$ cat src/rtl/clk_pkg.sv
// Shared definitions for the real-time clock time-set logic: display field
// encodings, field limits, the edit-session state encoding and the modulo
// step / capture clamp helpers used on the shadow time registers.
package clk_pkg;

  // Field currently being edited, drives the display blink
  localparam logic [1:0] EF_NONE  = 2'd0;
  localparam logic [1:0] EF_HOURS = 2'd1;
  localparam logic [1:0] EF_MIN   = 2'd2;
  localparam logic [1:0] EF_SEC   = 2'd3;

  // Largest legal value of each field
  localparam logic [5:0] HOURS_MAX  = 6'd23;
  localparam logic [5:0] MINSEC_MAX = 6'd59;

  // Edit-session states
  typedef enum logic [2:0] {
    RUN    = 3'd0,
    SET_H  = 3'd1,
    SET_M  = 3'd2,
    SET_S  = 3'd3,
    COMMIT = 3'd4
  } state_e;

  // One modulo step up or down inside 0..max_val
  function automatic logic [5:0] step_wrap(input logic [5:0] value,
                                           input logic [5:0] max_val,
                                           input logic       up);
    if (up) begin
      return (value >= max_val) ? 6'd0 : value + 6'd1;
    end
    return (value == 6'd0) ? max_val : value - 6'd1;
  endfunction

  // Out-of-range live values are replaced by 0 when captured for editing
  function automatic logic [5:0] clamp_field(input logic [5:0] value,
                                             input logic [5:0] max_val);
    return (value > max_val) ? 6'd0 : value;
  endfunction

endpackage

$ cat src/rtl/btn_repeat.sv
// Edge detect plus hold-to-repeat for one debounced button. Emits a one-cycle
// step on the press, a second step REPEAT_DELAY cycles later, then one step
// every REPEAT_RATE cycles while the button stays held. While the opposing
// button is also high no step is produced and the repeat timing restarts.
module btn_repeat #(
  parameter int REPEAT_DELAY = 50_000_000,
  parameter int REPEAT_RATE  = 10_000_000,
  parameter int CNT_W        = 30
) (
  input  logic clk,
  input  logic reset,
  input  logic btn,
  input  logic inhibit,
  output logic press,
  output logic step
);

  localparam logic [CNT_W-1:0] DELAY_C = CNT_W'(REPEAT_DELAY);
  localparam logic [CNT_W-1:0] RATE_C  = CNT_W'(REPEAT_RATE);
  localparam logic [CNT_W-1:0] CNT_ONE = CNT_W'(1);

  logic             prev_q;
  logic             repeating_q;
  logic [CNT_W-1:0] cnt_q;
  logic             held;
  logic             rep_hit;

  // cnt_q counts cycles since the last step; the target switches from the
  // initial delay to the repeat rate once the first repeat has fired
  assign press   = btn & ~prev_q;
  assign held    = btn & prev_q & ~inhibit;
  assign rep_hit = held & (cnt_q == (repeating_q ? RATE_C : DELAY_C));
  assign step    = ~inhibit & (press | rep_hit);

  // Button history and repeat timing
  always_ff @(posedge clk) begin
    // NOTE: sequential state uses non-blocking assignments so every register
    // samples the pre-edge values, independent of statement order.
    if (reset) begin
      prev_q      <= 1'b0;
      repeating_q <= 1'b0;
      cnt_q       <= '0;
    end else begin
      prev_q <= btn;
      if (!btn || inhibit) begin
        repeating_q <= 1'b0;
        cnt_q       <= '0;
      end else if (press) begin
        repeating_q <= 1'b0;
        cnt_q       <= CNT_ONE;
      end else if (rep_hit) begin
        repeating_q <= 1'b1;
        cnt_q       <= CNT_ONE;
      end else begin
        cnt_q <= cnt_q + CNT_ONE;
      end
    end
  end

endmodule

$ cat src/rtl/clk_set_ctrl.sv
// Time-set controller for the real-time clock counter. A mode press freezes
// the counter and snapshots the live time into shadow registers; inc/dec step
// the active field with wrap-around; leaving the seconds field (or idling too
// long) commits the shadow time with a one-cycle load strobe.
module clk_set_ctrl
  import clk_pkg::*;
#(
  parameter int REPEAT_DELAY   = 50_000_000,
  parameter int REPEAT_RATE    = 10_000_000,
  parameter int TIMEOUT_CYCLES = 1_000_000_000,
  parameter int CNT_W          = 30
) (
  input  logic       clk,
  input  logic       reset,
  input  logic       btn_mode,
  input  logic       btn_inc,
  input  logic       btn_dec,
  input  logic [5:0] cur_seconds,
  input  logic [5:0] cur_minutes,
  input  logic [4:0] cur_hours,
  output logic       run_en,
  output logic       load,
  output logic [5:0] load_seconds,
  output logic [5:0] load_minutes,
  output logic [4:0] load_hours,
  output logic [1:0] edit_field
);

  localparam logic [CNT_W-1:0] TIMEOUT_LAST = CNT_W'(TIMEOUT_CYCLES - 1);
  localparam logic [CNT_W-1:0] CNT_ONE      = CNT_W'(1);

  state_e           state_q, state_d;
  logic             mode_prev_q;
  logic             mode_press;
  logic             inc_press, inc_step;
  logic             dec_press, dec_step;
  logic             activity;
  logic             in_set;
  logic             timeout_hit;
  logic             field_step;
  logic [CNT_W-1:0] timeout_q;

  logic [4:0]       shadow_hours_q;
  logic [5:0]       shadow_minutes_q;
  logic [5:0]       shadow_seconds_q;
  logic [5:0]       hours_wrap, minutes_wrap, seconds_wrap;
  logic [5:0]       hours_cap, minutes_cap, seconds_cap;

  logic             run_en_d, load_d;
  logic [4:0]       load_hours_d;
  logic [5:0]       load_minutes_d, load_seconds_d;
  logic [1:0]       edit_field_d;

  // Mode only needs an edge; inc and dec also auto-repeat
  assign mode_press = btn_mode & ~mode_prev_q;

  btn_repeat #(
    .REPEAT_DELAY (REPEAT_DELAY),
    .REPEAT_RATE  (REPEAT_RATE),
    .CNT_W        (CNT_W)
  ) u_inc (
    .clk     (clk),
    .reset   (reset),
    .btn     (btn_inc),
    .inhibit (btn_dec),
    .press   (inc_press),
    .step    (inc_step)
  );

  btn_repeat #(
    .REPEAT_DELAY (REPEAT_DELAY),
    .REPEAT_RATE  (REPEAT_RATE),
    .CNT_W        (CNT_W)
  ) u_dec (
    .clk     (clk),
    .reset   (reset),
    .btn     (btn_dec),
    .inhibit (btn_inc),
    .press   (dec_press),
    .step    (dec_step)
  );

  assign activity = mode_press | inc_press | dec_press | inc_step | dec_step;
  assign in_set   = (state_q == SET_H) || (state_q == SET_M) || (state_q == SET_S);

  // Timeout only fires on a quiet cycle, so the shadow never changes on the
  // same edge that commits it
  assign timeout_hit = in_set & ~activity & (timeout_q == TIMEOUT_LAST);

  // Mode has priority: a step arriving together with a mode press is dropped
  assign field_step = in_set & ~mode_press & (inc_step | dec_step);

  assign hours_wrap   = step_wrap({1'b0, shadow_hours_q}, HOURS_MAX, inc_step);
  assign minutes_wrap = step_wrap(shadow_minutes_q, MINSEC_MAX, inc_step);
  assign seconds_wrap = step_wrap(shadow_seconds_q, MINSEC_MAX, inc_step);

  assign hours_cap    = clamp_field({1'b0, cur_hours}, HOURS_MAX);
  assign minutes_cap  = clamp_field(cur_minutes, MINSEC_MAX);
  assign seconds_cap  = clamp_field(cur_seconds, MINSEC_MAX);

  // State register and mode button history
  always_ff @(posedge clk) begin
    if (reset) begin
      state_q     <= RUN;
      mode_prev_q <= 1'b0;
    end else begin
      state_q     <= state_d;
      mode_prev_q <= btn_mode;
    end
  end

  // Next-state logic for the edit session
  always_comb begin
    // NOTE: every combinational output gets a default first so no path
    // through the case leaves it unassigned and infers a latch.
    state_d = state_q;
    unique case (state_q)
      RUN:     if (mode_press) state_d = SET_H;
      SET_H:   if (mode_press) state_d = SET_M;
               else if (timeout_hit) state_d = COMMIT;
      SET_M:   if (mode_press) state_d = SET_S;
               else if (timeout_hit) state_d = COMMIT;
      SET_S:   if (mode_press || timeout_hit) state_d = COMMIT;
      COMMIT:  state_d = RUN;
      default: state_d = RUN;
    endcase
  end

  // Shadow time: snapshot on entry, then modulo steps on the active field
  always_ff @(posedge clk) begin
    if (reset) begin
      shadow_hours_q   <= '0;
      shadow_minutes_q <= '0;
      shadow_seconds_q <= '0;
    end else if (state_q == RUN && mode_press) begin
      shadow_hours_q   <= hours_cap[4:0];
      shadow_minutes_q <= minutes_cap;
      shadow_seconds_q <= seconds_cap;
    end else if (field_step) begin
      case (state_q)
        SET_H:   shadow_hours_q   <= hours_wrap[4:0];
        SET_M:   shadow_minutes_q <= minutes_wrap;
        SET_S:   shadow_seconds_q <= seconds_wrap;
        default: ;
      endcase
    end
  end

  // Idle timer: restarts on any button activity or state change
  always_ff @(posedge clk) begin
    if (reset) begin
      timeout_q <= '0;
    end else if (!in_set || activity || (state_d != state_q)) begin
      timeout_q <= '0;
    end else begin
      timeout_q <= timeout_q + CNT_ONE;
    end
  end

  // Output values for the state being entered, so the registered outputs
  // line up with the state register
  always_comb begin
    run_en_d       = 1'b1;
    load_d         = 1'b0;
    load_hours_d   = load_hours;
    load_minutes_d = load_minutes;
    load_seconds_d = load_seconds;
    edit_field_d   = EF_NONE;
    unique case (state_d)
      RUN: ;
      SET_H: begin
        run_en_d     = 1'b0;
        edit_field_d = EF_HOURS;
      end
      SET_M: begin
        run_en_d     = 1'b0;
        edit_field_d = EF_MIN;
      end
      SET_S: begin
        run_en_d     = 1'b0;
        edit_field_d = EF_SEC;
      end
      COMMIT: begin
        load_d         = 1'b1;
        load_hours_d   = shadow_hours_q;
        load_minutes_d = shadow_minutes_q;
        load_seconds_d = shadow_seconds_q;
      end
      default: ;
    endcase
  end

  // Output registers
  always_ff @(posedge clk) begin
    if (reset) begin
      run_en       <= 1'b1;
      load         <= 1'b0;
      load_hours   <= '0;
      load_minutes <= '0;
      load_seconds <= '0;
      edit_field   <= EF_NONE;
    end else begin
      run_en       <= run_en_d;
      load         <= load_d;
      load_hours   <= load_hours_d;
      load_minutes <= load_minutes_d;
      load_seconds <= load_seconds_d;
      edit_field   <= edit_field_d;
    end
  end

endmodule
$ cat config.mk
export PLATFORM = sky130hd
export DESIGN_NAME = clk_set_ctrl
export DESIGN_NICKNAME = d
export VERILOG_FILES = /design/src/rtl/clk_pkg.sv /design/src/rtl/btn_repeat.sv /design/src/rtl/clk_set_ctrl.sv
export SDC_FILE = /design/constraint.sdc
export NUM_CORES = 1
export LEC_CHECK = 0
export CORE_UTILIZATION = 62
export CTS_BUF_LIST = sky130_fd_sc_hd__clkbuf_4
export DETAILED_ROUTE_END_ITERATION = 8
export GPL_ROUTABILITY_DRIVEN = 0
export PLACE_DENSITY = 0.87
export SETUP_SLACK_MARGIN = 0.5
export SYNTH_ARGS = -nofsm -noshare
export SYNTH_HDL_FRONTEND = slang
export SYNTH_SLANG_ARGS = --single-unit
$ cat constraint.sdc
create_clock -name clk -period 5.56 [get_ports clk]
set_clock_uncertainty 0.05 [all_clocks]
set_input_delay 1.39 -clock clk [delete_from_list [all_inputs] [get_ports clk]]
set_output_delay 1.39 -clock clk [all_outputs]
set_load 0.1 [all_outputs]
==> reports/results.ini <==
[clock_network]
ctsResizeCount=0
cts-root-buf=clkbuf_4
cts_made_buffers=17
clk_latency_ns=0.57
cts_buffer_depth=2
htreeDepth=4
cts.sinks=136
hold_buffers=0
post-cts-setup-buffers=0
clk_pin_slew_worst_paths_ns=0.12
cts_tree=yes

[synth]
ys.warnings.count=0
synth_area_leaders=dfxtp_1 39%, xor2_1 6.5%, nor2_1 5.3%
async_reset_ff_share_pct=0
synth-seq-area-share_pct=39.0
synth_xor_xnor_area_share_pct=11.3
synthMuxAreaShare_pct=2.72
post_synth_instance_area_um2=6980
synth_top_family_by_area=simple AND/OR/NAND/NOR gates
yosysMostFrequentCell=dfxtp_1
yosysTopAreaCell=dfxtp_1
synth_cell_types=63
synth_commonest_cells=136 x dfxtp_1, 98 x nor2_1, 95 x nand2_1
syn_nets=872
syn_inst=837
yosys.area_share.adder_pct=2.33
synth_seq_cells=136
synth_area_per_cell_um2=8.34
ys_dominant_reg_cell=dfxtp_1
synth-edff-count=0
synth_compound_area_share_pct=11.4
synth_top_area_share_pct=39.0
synthSimpleGateAreaFrac_pct=29.4

[run]
drv_cap=0

[pwr]
clock_power_share_pct=34.6
power.share.combinational_pct=12.4
p_seq_share_pct=53.0
p_int_uw=1400
p_switching_uw=545
swShare_pct=28.0
power.density_nw_per_um2=252
finalPower_uw=1950
p_leak_uw=0.00245
ir_worst_vdd_uv=218

[layout]
fin_nets=895
drive_above_1_share_pct=5.73
final_core_util_pct=70.9
diodes=0
area_growth_pct=10.6
nFillCells=811

[drt]
wirelength_um=15400
drt_iter0_drc=477
viasPerCell=5.99
postRouteAntennaNets=0
dr.pass1.iters=5
vias=6070
routedWlPerCell_um=15.2
drc=0

[global_route]
grt_max_degree=40
grt.overflow.total=0
grt_pass1_vias=5760
grt_usage_pct=27.5
antenna_found_initial=0
grt_pass1_wl_um=25600

[sta]
setup_viol=0
rsz0062_at_grt=false
slew_violations=0
max_freq_mhz=268
tightestPinTransition_ns=1.13
period_needed_ns=3.73
hold_viol_final=0
relSlewSlack_pct=24.9
setup_tns_ns=0
fin_crit_sh_pct=67.1

[floorplan]
die_y_um=108
die_w_um=108
dieArea_um2=11700
row_count=38
core_um2=10900
io_pins=43
start_util_pct=64.1

[setup_path]
worst-setup-path-type=input port to flip-flop
slowest_delay_ns=0.63
cp-start-kind=input port
cp_top_family=compound AO/OA/AOI/OAI gates
arrival_ns=4.11
endpoint_kind=flip-flop
crit_chain=clkdlybuf4s50_1 > nor4bb_1 > nand4_1 > a2111oi_4 > nor2_4 > nand3_4 > a21oi_2 > buf_4 > a2111oi_0
critPathBufInv=2
crit_required_ns=5.94
cp_slowest_cell=clkdlybuf4s50_1
worstPathMaxFanout=32

[place]
post-dp-hpwl_um=10800
numPortBuffers=42

[hold_path]
hp-class=flip-flop to flip-flop

[outcome]
outcome=finished clean

[power by group through the flow]
stage               clock network [uW]  registers (uW)  logic (uW)
floorplan                            0            1040         186
global placement                     0            1050         226
detailed placement                   0            1050         237
CTS                                684            1030         238
global route                       727            1040         266
finish                             673            1030         242
[cell families (layout without fill, tap and decap cells)]
group,count (synthesis),in the layout
mux,19,19
simple gates,408,408
flops,136,136
xor+xnor,90,90
buf+inv,65,101
compound gates,106,106
fa+ha+maj,13,13
[sequential cells by signal, summed over array words and instances (netlist names), 3 cells and up]
register          cells
timeout_q            30
u_dec.cnt_q          30
u_inc.cnt_q          30
load_minutes          6
load_seconds          6
shadow_minutes_q      6
shadow_seconds_q      6
load_hours            5
shadow_hours_q        5
state_q               3
[tightest hold or removal path, stage by stage (launching register included)]
cell	delay [ns]
dfxtp_1	0.33
nand2_1	0.05
mux2i_1	0.05
[final cells by class]
type	instances	area, um^2	share of cell area (%)
Sequential cell	136	2720	35.3
Multi-Input combinational cell	636	3990	51.7
Clock buffer	18	135	1.75
Timing Repair Buffer	47	458	5.93
Tap cell	140	175	2.27
Inverter	22	82.6	1.07
Clock inverter	14	158	2.04
[stage by stage]
stage          setup WS [ns]  cells  hold slack [ns]  area [um^2]
4_1_cts                 1.84   1013            0.420         7720
3_3_place_gp            1.38    981            0.393         7430
2_1_floorplan           2.14    837            0.389         6980
6_report                1.83   1013            0.419         7720
5_1_grt                 1.58   1013            0.439         7720
3_5_place_dp            1.26    981            0.398         7430
[cell usage in the layout, fill, tap and decap left out, types with 19 or more instances in the layout]
| cell | netlist | routed |
|---|---|---|
| nand2_1 | 95 | 95 |
| dfxtp_1 | 136 | 136 |
| mux2i_1 | 19 | 19 |
| inv_1 | 22 | 22 |
| a21oi_1 | 20 | 20 |
| nand3_1 | 42 | 42 |
| nor2_1 | 98 | 98 |
| nand4_1 | 23 | 23 |
| nor3_1 | 61 | 60 |
| xnor2_1 | 38 | 38 |
| o21ai_0 | 22 | 22 |
| clkdlybuf4s50_1 | 0 | 42 |
| xor2_1 | 52 | 52 |
[worst paths after layout]
kind	from	endpoint	slack (ns)	cells after the start
worst max-delay path	btn_inc	edit_field[1]$_SDFF_PP0_	1.83	9
worst min-delay path	load_seconds[3]$_SDFFE_PP0P_	load_seconds[3]$_SDFFE_PP0P_	0.42	2
worst max register to register	u_inc.cnt_q[0]$_SDFF_PP0_	edit_field[1]$_SDFF_PP0_	2.63	10
worst min register to register	load_seconds[3]$_SDFFE_PP0P_	load_seconds[3]$_SDFFE_PP0P_	0.42	2
[per-layer routing]
metal | vias up | global-route usage, % | share of wire, %
met5 | - | 0 | 0
met4 | 0 | 12.6 | 2.0
met3 | 28 | 6.63 | 4.5
met2 | 174 | 47.1 | 50
met1 | 2885 | 32.4 | 44
li1 | 2983 | - | -
No activity file was read; power rests on OpenSTA's default activity.
